**src/rtl/bru_pkg.sv**
```systemverilog
// Shared definitions for the branch resolve unit: condition codes, predictor states, index width helper.
package bru_pkg;

    localparam logic [2:0] CMP_EQ  = 3'b000;
    localparam logic [2:0] CMP_NE  = 3'b001;
    localparam logic [2:0] CMP_LEZ = 3'b010;
    localparam logic [2:0] CMP_GTZ = 3'b011;
    localparam logic [2:0] CMP_LTZ = 3'b100;
    localparam logic [2:0] CMP_GEZ = 3'b101;
    localparam logic [2:0] CMP_LT  = 3'b110;
    localparam logic [2:0] CMP_LTU = 3'b111;

    typedef enum logic [1:0] {
        SNT = 2'b00,
        WNT = 2'b01,
        WT  = 2'b10,
        ST  = 2'b11
    } ctr_t;

    function automatic int unsigned clog2(input int unsigned value);
        int unsigned width;
        width = 0;
        while ((64'd1 << width) < 64'(value)) width = width + 1;
        return width;
    endfunction

endpackage

```
**src/rtl/bru_bht.sv**
```systemverilog
// Table of 2-bit saturating branch predictors with one combinational read port and one update port.
module bru_bht
    import bru_pkg::*;
#(
    parameter int unsigned DEPTH = 64,
    parameter int unsigned IDX_W = clog2(DEPTH)
) (
    input  logic             clk,
    input  logic             rst_n,
    input  logic [IDX_W-1:0] rd_idx,
    output logic             rd_taken,
    input  logic             wr_en,
    input  logic [IDX_W-1:0] wr_idx,
    input  logic             wr_taken
);

    ctr_t ctrs [DEPTH];
    ctr_t wr_next;

    // Reads the registered array, so a same-cycle update is not visible until the next cycle.
    assign rd_taken = ctrs[rd_idx][1];

    always_comb begin
        wr_next = ctrs[wr_idx];
        if (wr_taken) begin
            if (ctrs[wr_idx] != ST) wr_next = ctr_t'(ctrs[wr_idx] + 2'd1);
        end else begin
            if (ctrs[wr_idx] != SNT) wr_next = ctr_t'(ctrs[wr_idx] - 2'd1);
        end
    end

    always_ff @(posedge clk or negedge rst_n) begin
        if (!rst_n) begin
            for (int unsigned i = 0; i < DEPTH; i++) ctrs[i] <= WNT;
        end else if (wr_en) begin
            ctrs[wr_idx] <= wr_next;
        end
    end

endmodule

```
**src/rtl/branch_resolve_unit.sv**
```systemverilog
// ID/EX branch resolution stage: condition compare, mispredict detection, redirect PC and predictor training.
// Optional performance counters are built when BRU_PERF_CNT_EN is defined.
module branch_resolve_unit
    import bru_pkg::*;
#(
    parameter int unsigned DATA_W    = 32,
    parameter int unsigned BHT_DEPTH = 64,
    parameter int unsigned PC_W      = 32,
    parameter int unsigned FALL_OFS  = 4
) (
    input  logic              clk,
    input  logic              rst_n,
    input  logic              in_valid,
    input  logic              stall,
    input  logic              flush,
    input  logic [DATA_W-1:0] num1,
    input  logic [DATA_W-1:0] num2,
    input  logic [2:0]        cmp_mode,
    input  logic [PC_W-1:0]   pc,
    input  logic [PC_W-1:0]   target,
    input  logic              pred_taken,
    input  logic [PC_W-1:0]   lookup_pc,
    output logic              lookup_taken,
    output logic              out_valid,
    output logic              is_branch,
    output logic              mispredict,
    output logic [PC_W-1:0]   redirect_pc,
    output logic [31:0]       branch_cnt,
    output logic [31:0]       mispred_cnt
);

    localparam int unsigned IDX_W = clog2(BHT_DEPTH);

    logic            taken;
    logic            capture;
    logic            num1_neg;
    logic            num1_zero;
    logic            valid_r;
    logic            taken_r;
    logic            pred_r;
    logic [PC_W-1:0] pc_r;
    logic [PC_W-1:0] target_r;
    logic            unused_pc_bits;

    assign capture   = in_valid & ~stall & ~flush;
    assign num1_neg  = num1[DATA_W-1];
    assign num1_zero = (num1 == '0);

    always_comb begin
        taken = 1'b0;
        case (cmp_mode)
            CMP_EQ:  taken = (num1 == num2);
            CMP_NE:  taken = (num1 != num2);
            CMP_LEZ: taken = num1_neg | num1_zero;
            CMP_GTZ: taken = ~num1_neg & ~num1_zero;
            CMP_LTZ: taken = num1_neg;
            CMP_GEZ: taken = ~num1_neg;
            CMP_LT:  taken = ($signed(num1) < $signed(num2));
            CMP_LTU: taken = (num1 < num2);
            default: taken = 1'b0;
        endcase
    end

    // Flush wins over stall; a stall freezes the whole stage including out_valid.
    always_ff @(posedge clk or negedge rst_n) begin
        if (!rst_n) begin
            valid_r  <= 1'b0;
            taken_r  <= 1'b0;
            pred_r   <= 1'b0;
            pc_r     <= '0;
            target_r <= '0;
        end else if (flush) begin
            valid_r <= 1'b0;
        end else if (!stall) begin
            valid_r <= in_valid;
            if (in_valid) begin
                taken_r  <= taken;
                pred_r   <= pred_taken;
                pc_r     <= pc;
                target_r <= target;
            end
        end
    end

    assign out_valid   = valid_r;
    assign is_branch   = valid_r & taken_r;
    assign mispredict  = valid_r & (taken_r != pred_r);
    assign redirect_pc = !valid_r ? '0 : (taken_r ? target_r : pc_r + PC_W'(FALL_OFS));

    bru_bht #(
        .DEPTH (BHT_DEPTH),
        .IDX_W (IDX_W)
    ) u_bht (
        .clk      (clk),
        .rst_n    (rst_n),
        .rd_idx   (lookup_pc[IDX_W+1:2]),
        .rd_taken (lookup_taken),
        .wr_en    (capture),
        .wr_idx   (pc[IDX_W+1:2]),
        .wr_taken (taken)
    );

    assign unused_pc_bits = ^{pc, lookup_pc};

`ifdef BRU_PERF_CNT_EN
    // Counted at capture so a stalled result is never counted twice.
    always_ff @(posedge clk or negedge rst_n) begin
        if (!rst_n) begin
            branch_cnt  <= '0;
            mispred_cnt <= '0;
        end else if (capture) begin
            branch_cnt <= branch_cnt + 32'd1;
            if (taken != pred_taken) mispred_cnt <= mispred_cnt + 32'd1;
        end
    end
`else
    assign branch_cnt  = '0;
    assign mispred_cnt = '0;
`endif

endmodule

```
**config.mk**
```make
export PLATFORM = sky130hd
export DESIGN_NAME = branch_resolve_unit
export DESIGN_NICKNAME = d
export VERILOG_FILES = /design/src/rtl/bru_pkg.sv /design/src/rtl/bru_bht.sv /design/src/rtl/branch_resolve_unit.sv
export SDC_FILE = /design/constraint.sdc
export NUM_CORES = 1
export LEC_CHECK = 0
export BUFFER_PORTS_ARGS = -buffer_cell sky130_fd_sc_hd__clkbuf_2
export CORE_MARGIN = 2
export CORE_UTILIZATION = 45
export DETAILED_ROUTE_END_ITERATION = 8
export MAX_ROUTING_LAYER = met4
export PLACE_DENSITY = 0.68
export SLEW_MARGIN = 20
export SYNTH_ARGS = -nofsm -noshare
export SYNTH_HDL_FRONTEND = slang
export SYNTH_SLANG_ARGS = --single-unit
```
**constraint.sdc**
```tcl
create_clock -name clk -period 9.05 [get_ports clk]
set_input_delay 1.81 -clock clk [delete_from_list [all_inputs] [get_ports clk]]
set_output_delay 1.81 -clock clk [all_outputs]
set_load 0.005 [all_outputs]
```
Word level (Yosys, flattened, before mapping) --
Cells that the tools add are included.
Word-level totals: register bits after elaboration 195, logic and storage cells 123, input bits 169
Operators by class: bitwise gates (word level) 12, eq/ne operators 12, add/sub/neg operators 3, multiplexer cells 17, order comparisons 5, reductions and logical operators 5
Operators by type and width (count):
- $bwmux 128 | 1
- $lt 32x32->1 | 2
- $mux 32 | 2
- $add 32x3->32 const B | 1
- $eq 32x32->1 | 1
- $logic_not 32->1 | 1
- $ne 32x32->1 | 1
- $bmux 2 s6 | 2
- $mux 2 | 8
- $ge 7x7->1 const B | 2
- $not 6->7 | 2
- $demux 2 s6 | 1
- $eq 3x3->1 const B | 4
- $pmux 1 s8 | 1
- $lt 7x1->1 const B | 1
- $eq 3x2->1 const B | 2
- $and 1x1->1 | 5
- $not 1->1 | 4
- $eq 3x1->1 const B | 1
- $logic_not 3->1 | 1
- $reduce_and 3->1 | 1
- $add 2x1->2 const B | 1
- $mux 1 | 2
- $ne 2x1->1 const B | 1
- 6 further kinds | 6

Longest topological paths before layout --
Gate-level depths: netlist of the first run.
word-level depth 8, depth in mapped cells 11

Modules after synthesis --
From an unflattened synthesis of the first run, not the netlist that was laid out.
Unflattened totals: cell total of the unflattened synthesis 1121, area total of the unflattened synthesis 11730.0 µm²
Modules (own cells, without submodules):
- bru_bht | times used 1, area an instance 6866.6 µm², cells each 609
- branch_resolve_unit | times used 1, area an instance 4863.4 µm², cells each 512

Worst setup path before layout of the first run --
OpenSTA, ideal clock, no wires.
kind in2out, start in lookup_pc[2], end out lookup_taken, slack 3.018 ns, data arrival time 4.222 ns, stages on the path 5, cell sequence clkbuf_1 buf_1 mux4_2 mux4_2 mux4_2
Between the ends: word-level cells in the longest chain between the ends 4
Ends and longest elaborated chain:
- start: declaration | line branch_resolve_unit.sv:22 | input logic [PC_W-1:0] lookup_pc,
- $not 6->7 (implied by the code) | line bru_bht.sv:21 | assign rd_taken = ctrs[rd_idx][1];
- $bmux 2 s6 | line bru_bht.sv:21
- $mux 2 (implied by the code) (2 in a row) | line bru_bht.sv:21
- end: declaration | line branch_resolve_unit.sv:23 | output logic lookup_taken,
No other way between the ends. The select of a mux whose other input is x is not followed.

Final worst setup path of the first run --
Same ends and word-level chain as after synthesis.

==> results.ini, run 1 <==
[run_status]
run_status = finished, final reports clean

[cts]
clock_latency_ns = 0.44
cts_resized = 0
htreeDepth = 4
path_clk_slew_ns = 0.07
cts_max_path_buffers = 2
cts_tree = done
cts_root_buf = clkbuf_16
hold_buffers = 0
numCtsBuffers = 17
cts_setup_buffers = 0
cts_sinks = 195

[setup_path]
cp-start-kind = primary input
endpoint = lookup_taken
rrSetupSlack_ns = 5.88
crit_path_end_kind = primary output
worstReg2RegStart = u_bht.ctrs[50]
critPathKind = in -> out
crit_start = lookup_pc[2]
arrival_ns = 4.13
worst_ep_required_time_ns = 7.24
crit-reg2reg-capture = u_bht.ctrs[119]
crit_fanout = 16
r2r_cells = 8

[sta]
setup-violations-final = 0
fin_skew_ns = 0.0172
rsz0062_at_grt = no
finalHoldViolCount = 0
period_share = 0.657
slew_viol_final = 0
clock.fmax_ghz = 0.168
slew_headroom = 0.324
setup_tns_ns = 0
min_period_ns = 5.94
tightest_slew_ns = 1.01
fin_hold_ws_ns = 0.499

[flow_run]
maxCapViolCount = 0

[power_and_ir_drop]
powerDensity_nw_per_um2 = 172
power.leakage_uw = 0.00575
p_total_uw = 2270
vdd_drop_max_mv = 0.109

[grt]
grt_max_degree = 123
grt_pass1_wl_mm = 49.5
antenna_found_initial = 2
grt.overflow.total = 0
grt_pass1_vias = 9299
track_usage = 0.229

[logic_synthesis]
synth.distinct_cells = 62
syn_area_um2 = 11800
synth_area_leaders = dfrtp_1, dfstp_2, mux4_2
synth_edf_count = 0
async_reset_ff_frac = 1.00
syn_avg_cell_area_um2 = 9.84
synthCells = 1199
synthFlopType = dfrtp_1
yosysTopAreaCell = dfrtp_1
yosysWarnings = 0
synth_seq_cells = 195
ys_seq_area_frac = 0.420
synth_top_area_frac = 0.278

[drt]
wl_met2_mm = 14.6
ant_nets = 0
wl_mm = 31.0
vias = 9554
route.detailed.drc = 0
via_per_inst = 5.67
drt-met1-wl_mm = 13.5
wire_per_inst_um = 18.4
drtPass1Iterations = 5
top_layer = met4
drt_iter0_drc = 861
wl_met3_mm = 2.37

[final_layout]
synthToLayoutAreaGrowth_pct = 11.6
fin_util = 0.508
multi_input_area_um2 = 6080
drive_above_1_share = 0.298
nNetsFinal = 1536
n_fill_cell = 2392
seq_area_um2 = 4960

[place]
gp_routability_congestion = 0.911
hpwlAfterDp_mm = 20.8
place.port_buffers = 178

[die]
die_h_um = 166
dieWidth_um = 166
initial_core_util = 0.455
die_area_um2 = 27500
io_pins = 269
coreArea_um2 = 25900
rows = 59

[hold_path]
hp-start = u_bht.ctrs[20]
hold_path.class = reg -> reg

layer usage:
layer  global-route usage  up-vias
met5                    -        -
met4               0.0624        0
met3               0.0481       40
met2                0.354      414
met1                0.309     4626
li1                     -     4474
critical path: stages:
cell,delay (ns)
clkbuf_2,0.53
mux4_2,0.61
mux4_2,0.51
mux4_2,0.52
clkbuf_2,0.14
synthesized netlist by cell type, types with 4 or more instances:
cell type	n
xnor2_1	23
a221oi_1	5
nand2_1	57
dfstp_2	64
nor3_1	11
ha_1	33
buf_1	7
dfrtp_1	131
buf_4	66
mux4_2	38
nand4_1	19
mux2_2	65
nor2_1	212
o21ai_0	39
xor2_1	7
and3_1	8
and2_1	29
nor4_1	9
nand3_1	23
o22ai_1	4
a21oi_1	26
mux2i_1	16
nor2b_1	9
a31oi_1	133
or3b_2	5
nand2b_1	7
buf_2	22
clkbuf_1	30
inv_1	42
buf_6	9
flip-flops by register name (all words and copies together), names as in the netlist:
name        count
pc_r           32
out_valid       1
taken_r         1
pred_r          1
target_r       32
u_bht.ctrs    128
through the flow:
step                      setup slack, ns  std cells  cell area, um^2
after floorplan                      3.02       1262            12000
after global placement               3.14       1650            12600
after detailed placement             3.09       1650            12600
after CTS                            3.09       1682            13200
after global routing                 3.00       1684            13200
final                                3.11       1684            13200
logic make-up (layout without fill, tap and decap cells):
group	count (synthesis)	count (layout)	synth area share
other	1	66	0.000318
and+or+nand+nor	404	404	0.157
muxes	120	120	0.149
buffers and inverters	177	262	0.0854
DFF	195	195	0.420
adders and majority gates	33	33	0.0350
AOI/OAI and AO/OA	239	239	0.130
xor gates and xnor gates	30	30	0.0223
placed cells by master, fill, tap and decap left out, drive strengths merged, types with 7 or more instances in the layout:
master  count
o21ai      40
mux2i      16
nand3      23
and3        8
inv        50
mux4       38
conb       64
ha         33
nand2      58
xnor2      23
xor2        7
dfstp      64
nor2b       9
mux2       66
nand2b      7
and2       29
nor3       12
nor4        9
clkbuf    196
buf         9
dfrtp     131
nand4      20
a21oi      26
a31oi     133
nor2      212
power breakdown:
group	switching (uW)	internal, uW	leakage [uW]
clock network	375	368	0.000274
registers	91.7	992	0.00233
logic	232	207	0.00314
worst min path at each step:
stage / endpoint / slack, ns / cells after the start
global placement: target_r[16] / 0.48 / 1
global route: u_bht.ctrs[82] / 0.51 / 2
floorplan: target_r[10] / 0.47 / 1
CTS: u_bht.ctrs[86] / 0.50 / 2
finish: u_bht.ctrs[20] / 0.50 / 2
detailed placement: u_bht.ctrs[86] / 0.49 / 2
layout make-up:
type	count	area share
repair buffers	187	0.0735
well taps	335	0.0318
clock buffers	18	0.0326
multi-input cells	890	0.462
flip-flops and latches	195	0.377
clock inverters	14	0.0108
diodes	2	0.000380
inverters	43	0.0123
(Power assumes the default switching activity.)
==> inputs of run 2 (changes only) <==
--- a/config.mk
+++ b/config.mk
@@ -10,7 +10,7 @@
 export CORE_UTILIZATION = 45
 export DETAILED_ROUTE_END_ITERATION = 8
 export MAX_ROUTING_LAYER = met4
-export PLACE_DENSITY = 0.68
+export PLACE_DENSITY = 0.71
 export SLEW_MARGIN = 20
 export SYNTH_ARGS = -nofsm -noshare
 export SYNTH_HDL_FRONTEND = slang
==> constraint.sdc (replaced) <==
create_clock -name clk -period 5.1 [get_ports clk]
set_input_delay 1.02 -clock clk [delete_from_list [all_inputs] [get_ports clk]]
set_output_delay 1.02 -clock clk [all_outputs]
set_load 0.005 [all_outputs]
==> run 2 against run 1 <==
Final area rose by 1.3%. Wire length is 0.55% lower. Clock skew up 0.0053 ns. Clock power rose by 88%. Utilization grew 0.67 points. Combinational power grew 81%. Sequential power up 78%. Critical path depth unchanged. Sequential cell count is the same. Worst hold slack gained 0.00062 ns. Sequential share of layout area shrank 0.49 points. Largest power group unchanged.
==> results.ini, run 2 (same netlist as run 1, synthesis figures left out) <==
[drt]
wl_met3_mm = 2.22  ; was 2.37 mm
via_per_inst = 5.61  ; was 5.67
drtPass1Iterations = 7  ; was 5
route.detailed.drc = 0  ; unchanged
wl_mm = 30.8  ; was 31.0 mm
vias = 9479  ; was 9554
wire_per_inst_um = 18.3  ; was 18.4 um
drt-met1-wl_mm = 13.6  ; was 13.5 mm
ant_nets = 0  ; unchanged
drt_iter0_drc = 782  ; was 861
top_layer = met4  ; unchanged
wl_met2_mm = 14.5  ; was 14.6 mm

[place]
placed_area_um2 = 12700  ; was 12600 um^2
place.port_buffers = 178  ; unchanged
gp_routability_congestion = 0.883  ; was 0.911
numPlacedInstances = 1657  ; was 1650
hpwlAfterDp_mm = 21.2  ; was 20.8 mm
place_ws_ns = 0.717  ; was 3.09 ns

[cts]
hold_buffers = 0  ; unchanged
cts_sinks = 195  ; unchanged
cts_max_path_buffers = 2  ; unchanged
htreeDepth = 4  ; unchanged
clock_latency_ns = 0.45  ; was 0.44 ns
path_clk_slew_ns = 0.07  ; about the same
cts_root_buf = clkbuf_16  ; unchanged
cts_setup_buffers = 0  ; unchanged
numCtsBuffers = 17  ; unchanged
cts_resized = 0  ; unchanged
cts_tree = done  ; unchanged

[setup_path]
critPathKind = in -> out  ; unchanged
worst_ep_required_time_ns = 4.08  ; was 7.24 ns
critPathBufInv = 2  ; unchanged
crit_path_max_incr_delay_ns = 0.62  ; was 0.61 ns
cp_common_cell = mux4_2  ; unchanged
cp_cell_sequence = clkbuf_2 -> mux4_2 -> mux4_2 -> mux4_2 -> clkbuf_2  ; unchanged
crit_fanout = 16  ; unchanged
crit_path_end_kind = primary output  ; unchanged
crit_path_top_delay_cell = mux4_2  ; unchanged
cp-start-kind = primary input  ; unchanged
arrival_ns = 3.36  ; was 4.13 ns
cp_top_family = multiplexers  ; unchanged

[power_and_ir_drop]
power.leakage_uw = 0.00584  ; was 0.00575 uW
powerDensity_nw_per_um2 = 309  ; was 172 nW/um^2
p_total_uw = 4120  ; was 2270 uW
vdd_drop_max_mv = 0.240  ; was 0.109 mV

[sta]
min_period_ns = 4.38
slew_headroom = 0.317  ; was 0.324
setup_tns_ns = 0  ; unchanged
finalHoldViolCount = 0  ; unchanged
fin_skew_ns = 0.0225  ; was 0.0172 ns
worst_slack_ns = 0.723  ; was 3.11 ns
setup-violations-final = 0  ; unchanged
clock.fmax_ghz = 0.228
rsz0062_at_grt = no  ; unchanged
period_share = 0.858
slew_viol_final = 0  ; unchanged
tightest_slew_ns = 1.03  ; was 1.01 ns

[die]
die_h_um = 166  ; unchanged
rows = 59  ; unchanged
coreArea_um2 = 25900  ; unchanged
initial_core_util = 0.455  ; unchanged
io_pins = 269  ; unchanged
dieWidth_um = 166  ; unchanged
die_area_um2 = 27500  ; unchanged

[run_status]
run_status = finished, final reports clean  ; unchanged

[final_layout]
drive_above_1_share = 0.302  ; was 0.298
final_common_cell = nor2_1  ; unchanged
synthToLayoutAreaGrowth_pct = 13.1  ; was 11.6%
final_cell_mix = nor2_1, clkbuf_2, a31oi_1  ; unchanged
largest_reg_flops = 128  ; unchanged
seq_area_um2 = 4960  ; unchanged
multi_input_area_um2 = 6070  ; was 6080 um^2
regMostFlops = u_bht.ctrs  ; unchanged
biggestRegsByFlops = u_bht.ctrs (128), pc_r (32), target_r (32)  ; unchanged
final_cell_area_um2 = 13300  ; was 13200 um^2
n_fill_cell = 2330  ; was 2392
nNetsFinal = 1543  ; was 1536
layout.cells.non_filler = 1690  ; was 1684

[grt]
grt.overflow.total = 0  ; unchanged
grt_pass1_vias = 9369  ; was 9299
grt_pass1_wl_mm = 49.8  ; was 49.5 mm
antenna_found_initial = 1  ; was 2
grt_max_degree = 118  ; was 123
track_usage = 0.229  ; about the same

[flow_run]
maxCapViolCount = 0  ; unchanged

[hold_path]
hold_path.class = reg -> reg  ; unchanged

run 2: tightest hold or removal path: cells and delay by family (launching register included):
kind / cells / cell delay, ns
flip-flops: 1 / 0.37
AO/OA/AOI/OAI: 1 / 0.04
AND/OR/NAND/NOR: 1 / 0.09
run 2: final cells by class:
class | count | share of cell area
flip-flops and latches | 195 | 0.372
repair buffers | 194 | 0.0821
well taps | 335 | 0.0314
diodes | 1 | 0.000188
clock buffers | 17 | 0.0319
clock inverters | 15 | 0.0151
multi-input cells | 890 | 0.455
inverters | 43 | 0.0121
run 2: routing by layer:
metal  up-vias  global-route usage
li1       4478                   -
met1      4525               0.306
met2       424               0.361
met3        52              0.0431
met4         0              0.0631
met5         -                   -
run 2: final timing paths:
kind	startpoint	slack (ns)	endpoint	cells past startpoint
worst max-delay path	lookup_pc[2]	0.72	lookup_taken	5
worst min-delay path	u_bht.ctrs[94]	0.50	u_bht.ctrs[94]	2
worst max register to register	u_bht.ctrs[49]	2.19	u_bht.ctrs[56]	8
worst min register to register	u_bht.ctrs[94]	0.50	u_bht.ctrs[94]	2
max in group asynchronous	rst_n	3.29	u_bht.ctrs[56]	2
min in group asynchronous	rst_n	0.64	target_r[13]	1
run 2: report_power, final:
group          internal, uW  switching (uW)  total, uW
Clock                   677             722       1400
Sequential             1760             163       1920
Combinational           382             413        795
run 2: metrics by stage:
stage          hold slack [ns]   util
2_1_floorplan            0.472      -
3_3_place_gp             0.484  0.491
3_5_place_dp             0.490  0.491
4_1_cts                  0.502  0.515
5_1_grt                  0.515  0.515
6_report                 0.500  0.515
==> inputs of run 3 (changes only) <==
--- a/config.mk
+++ b/config.mk
@@ -8,6 +8,7 @@
 export BUFFER_PORTS_ARGS = -buffer_cell sky130_fd_sc_hd__clkbuf_2
 export CORE_MARGIN = 2
 export CORE_UTILIZATION = 45
+export CTS_BUF_LIST = sky130_fd_sc_hd__clkbuf_4 sky130_fd_sc_hd__clkbuf_8
 export DETAILED_ROUTE_END_ITERATION = 8
 export MAX_ROUTING_LAYER = met4
 export PLACE_DENSITY = 0.71
==> constraint.sdc (replaced) <==
create_clock -name clk -period 5.1 [get_ports clk]
set_input_delay 1.275 -clock clk [delete_from_list [all_inputs] [get_ports clk]]
set_output_delay 1.275 -clock clk [all_outputs]
set_load 0.005 [all_outputs]
==> run 3 against run 2 <==
Utilization decreased by 1.0 points. Total power decreased by 10%. Sequential share of layout area rose by 0.75 points. Via count is 1.5% higher. Critical path type unchanged. Fmax down 4.5%. Worst hold slack improved by 0.0031 ns. Sequential power hardly changed. Non-clock buffer count fell by 1. Worst setup slack worse by 0.21 ns. Clock skew hardly changed. Count of clock-buffer cells in the layout is 1 higher.
==> results.ini, run 3 (same netlist as run 1, synthesis figures left out) <==
[cts]
cts_resized = 0  ; unchanged
numCtsBuffers = 17  ; unchanged
cts_max_path_buffers = 2  ; unchanged
clock_latency_ns = 0.49  ; was 0.45 ns
cts_root_buf = clkbuf_8  ; was clkbuf_16
path_clk_slew_ns = 0.09  ; was 0.07 ns
cts_setup_buffers = 0  ; unchanged
cts_tree = done  ; unchanged
hold_buffers = 0  ; unchanged
cts_sinks = 195  ; unchanged
htreeDepth = 4  ; unchanged

[grt]
grt_pass1_wl_mm = 49.2  ; was 49.8 mm
grt.overflow.total = 0  ; unchanged
grt_pass1_vias = 9199  ; was 9369
antenna_found_initial = 1  ; unchanged
track_usage = 0.227  ; was 0.229
grt_max_degree = 129  ; was 118

[final_layout]
drive_above_1_share = 0.302  ; about the same
nNetsFinal = 1542  ; was 1543
final_cell_area_um2 = 13100  ; was 13300 um^2
regMostFlops = u_bht.ctrs  ; unchanged
biggestRegsByFlops = u_bht.ctrs (128), pc_r (32), target_r (32)  ; unchanged
n_fill_cell = 2421  ; was 2330
final_cell_mix = nor2_1, clkbuf_2, a31oi_1  ; unchanged
largest_reg_flops = 128  ; unchanged
synthToLayoutAreaGrowth_pct = 10.9  ; was 13.1%
final_common_cell = nor2_1  ; unchanged

[sta]
fin_hold_ws_ns = 0.503  ; was 0.500 ns
slew_viol_final = 0  ; unchanged
clock.fmax_ghz = 0.218  ; was 0.228 GHz
min_period_ns = 4.59  ; was 4.38 ns
tightest_slew_ns = 1.03  ; about the same
slew_headroom = 0.315  ; was 0.317
fin_skew_ns = 0.0225  ; about the same
finalHoldViolCount = 0  ; unchanged
setup-violations-final = 0  ; unchanged
rsz0062_at_grt = no  ; unchanged
setup_tns_ns = 0  ; unchanged
period_share = 0.899  ; was 0.858

[drt]
vias = 9618  ; was 9479
wl_mm = 30.7  ; was 30.8 mm
via_per_inst = 5.69  ; was 5.61
drtPass1Iterations = 9  ; was 7
route.detailed.drc = 0  ; unchanged
drt_iter0_drc = 955  ; was 782
ant_nets = 0  ; unchanged
wire_per_inst_um = 18.2  ; was 18.3 um

[hold_path]
hold_path.class = reg -> reg  ; unchanged

[power_and_ir_drop]
vdd_drop_max_mv = 0.167  ; was 0.240 mV
powerDensity_nw_per_um2 = 283  ; was 309 nW/um^2
power.leakage_uw = 0.00572  ; was 0.00584 uW
p_total_uw = 3710  ; was 4120 uW

[place]
placed_area_um2 = 12700  ; about the same
hpwlAfterDp_mm = 21.1  ; was 21.2 mm
place.port_buffers = 178  ; unchanged
gp_routability_congestion = 0.912  ; was 0.883

[setup_path]
crit_fanout = 16  ; unchanged
arrival_ns = 3.31  ; was 3.36 ns
worst_ep_required_time_ns = 3.83  ; was 4.08 ns
crit_path_end_kind = primary output  ; unchanged
cp-start-kind = primary input  ; unchanged
critPathKind = in -> out  ; unchanged

[die]
die_area_um2 = 27500  ; unchanged
rows = 59  ; unchanged
io_pins = 269  ; unchanged
die_h_um = 166  ; unchanged
dieWidth_um = 166  ; unchanged
initial_core_util = 0.455  ; unchanged
coreArea_um2 = 25900  ; unchanged

[run_status]
run_status = finished, final reports clean  ; unchanged

[flow_run]
maxCapViolCount = 0  ; unchanged

==> run 3: worst paths after layout <==
path / cells past startpoint / from / to / slack (ns)
worst max-delay path: 5 / lookup_pc[3] / lookup_taken / 0.51
worst min-delay path: 2 / u_bht.ctrs[92] / u_bht.ctrs[92] / 0.50
worst max register to register: 8 / u_bht.ctrs[50] / u_bht.ctrs[47] / 2.31
worst min register to register: 2 / u_bht.ctrs[92] / u_bht.ctrs[92] / 0.50
max in group asynchronous: 2 / rst_n / u_bht.ctrs[126] / 3.23
min in group asynchronous: 1 / rst_n / target_r[17] / 0.88
==> run 3: layout make-up <==
| type | instances | area (um^2) | area share |
|---|---|---|---|
| diodes | 1 | 2.50 | 0.000191 |
| clock buffers | 18 | 241 | 0.0185 |
| clock inverters | 14 | 141 | 0.0108 |
| well taps | 335 | 419 | 0.0321 |
| inverters | 43 | 161 | 0.0123 |
| flip-flops and latches | 195 | 4960 | 0.379 |
| multi-input cells | 890 | 6070 | 0.465 |
| repair buffers | 193 | 1080 | 0.0823 |
==> run 3: through the flow <==
step | setup WS (ns) | std cells | utilization
2_1_floorplan | 0.138 | 1262 | -
3_3_place_gp | 0.546 | 1656 | 0.490
3_5_place_dp | 0.572 | 1656 | 0.490
4_1_cts | 0.545 | 1688 | 0.505
5_1_grt | 0.502 | 1689 | 0.505
6_report | 0.515 | 1689 | 0.505
==> run 3: per-layer routing <==
layer | vias up | track usage | share of wire
met5 | - | - | 0
met4 | 0 | 0.0586 | 0.020
met3 | 60 | 0.0386 | 0.086
met2 | 526 | 0.359 | 0.47
met1 | 4551 | 0.305 | 0.42
li1 | 4481 | - | -
==> run 3: where the power goes <==
group | switching, uW | internal (uW)
clock network | 623 | 369
logic | 411 | 379
registers | 166 | 1760
total | 1200 | 2510
==> run 3: critical path, stage by stage <==
cell and delay [ns]:
clkbuf_2 0.42, mux4_2 0.41, mux4_2 0.53, mux4_2 0.53, clkbuf_2 0.13
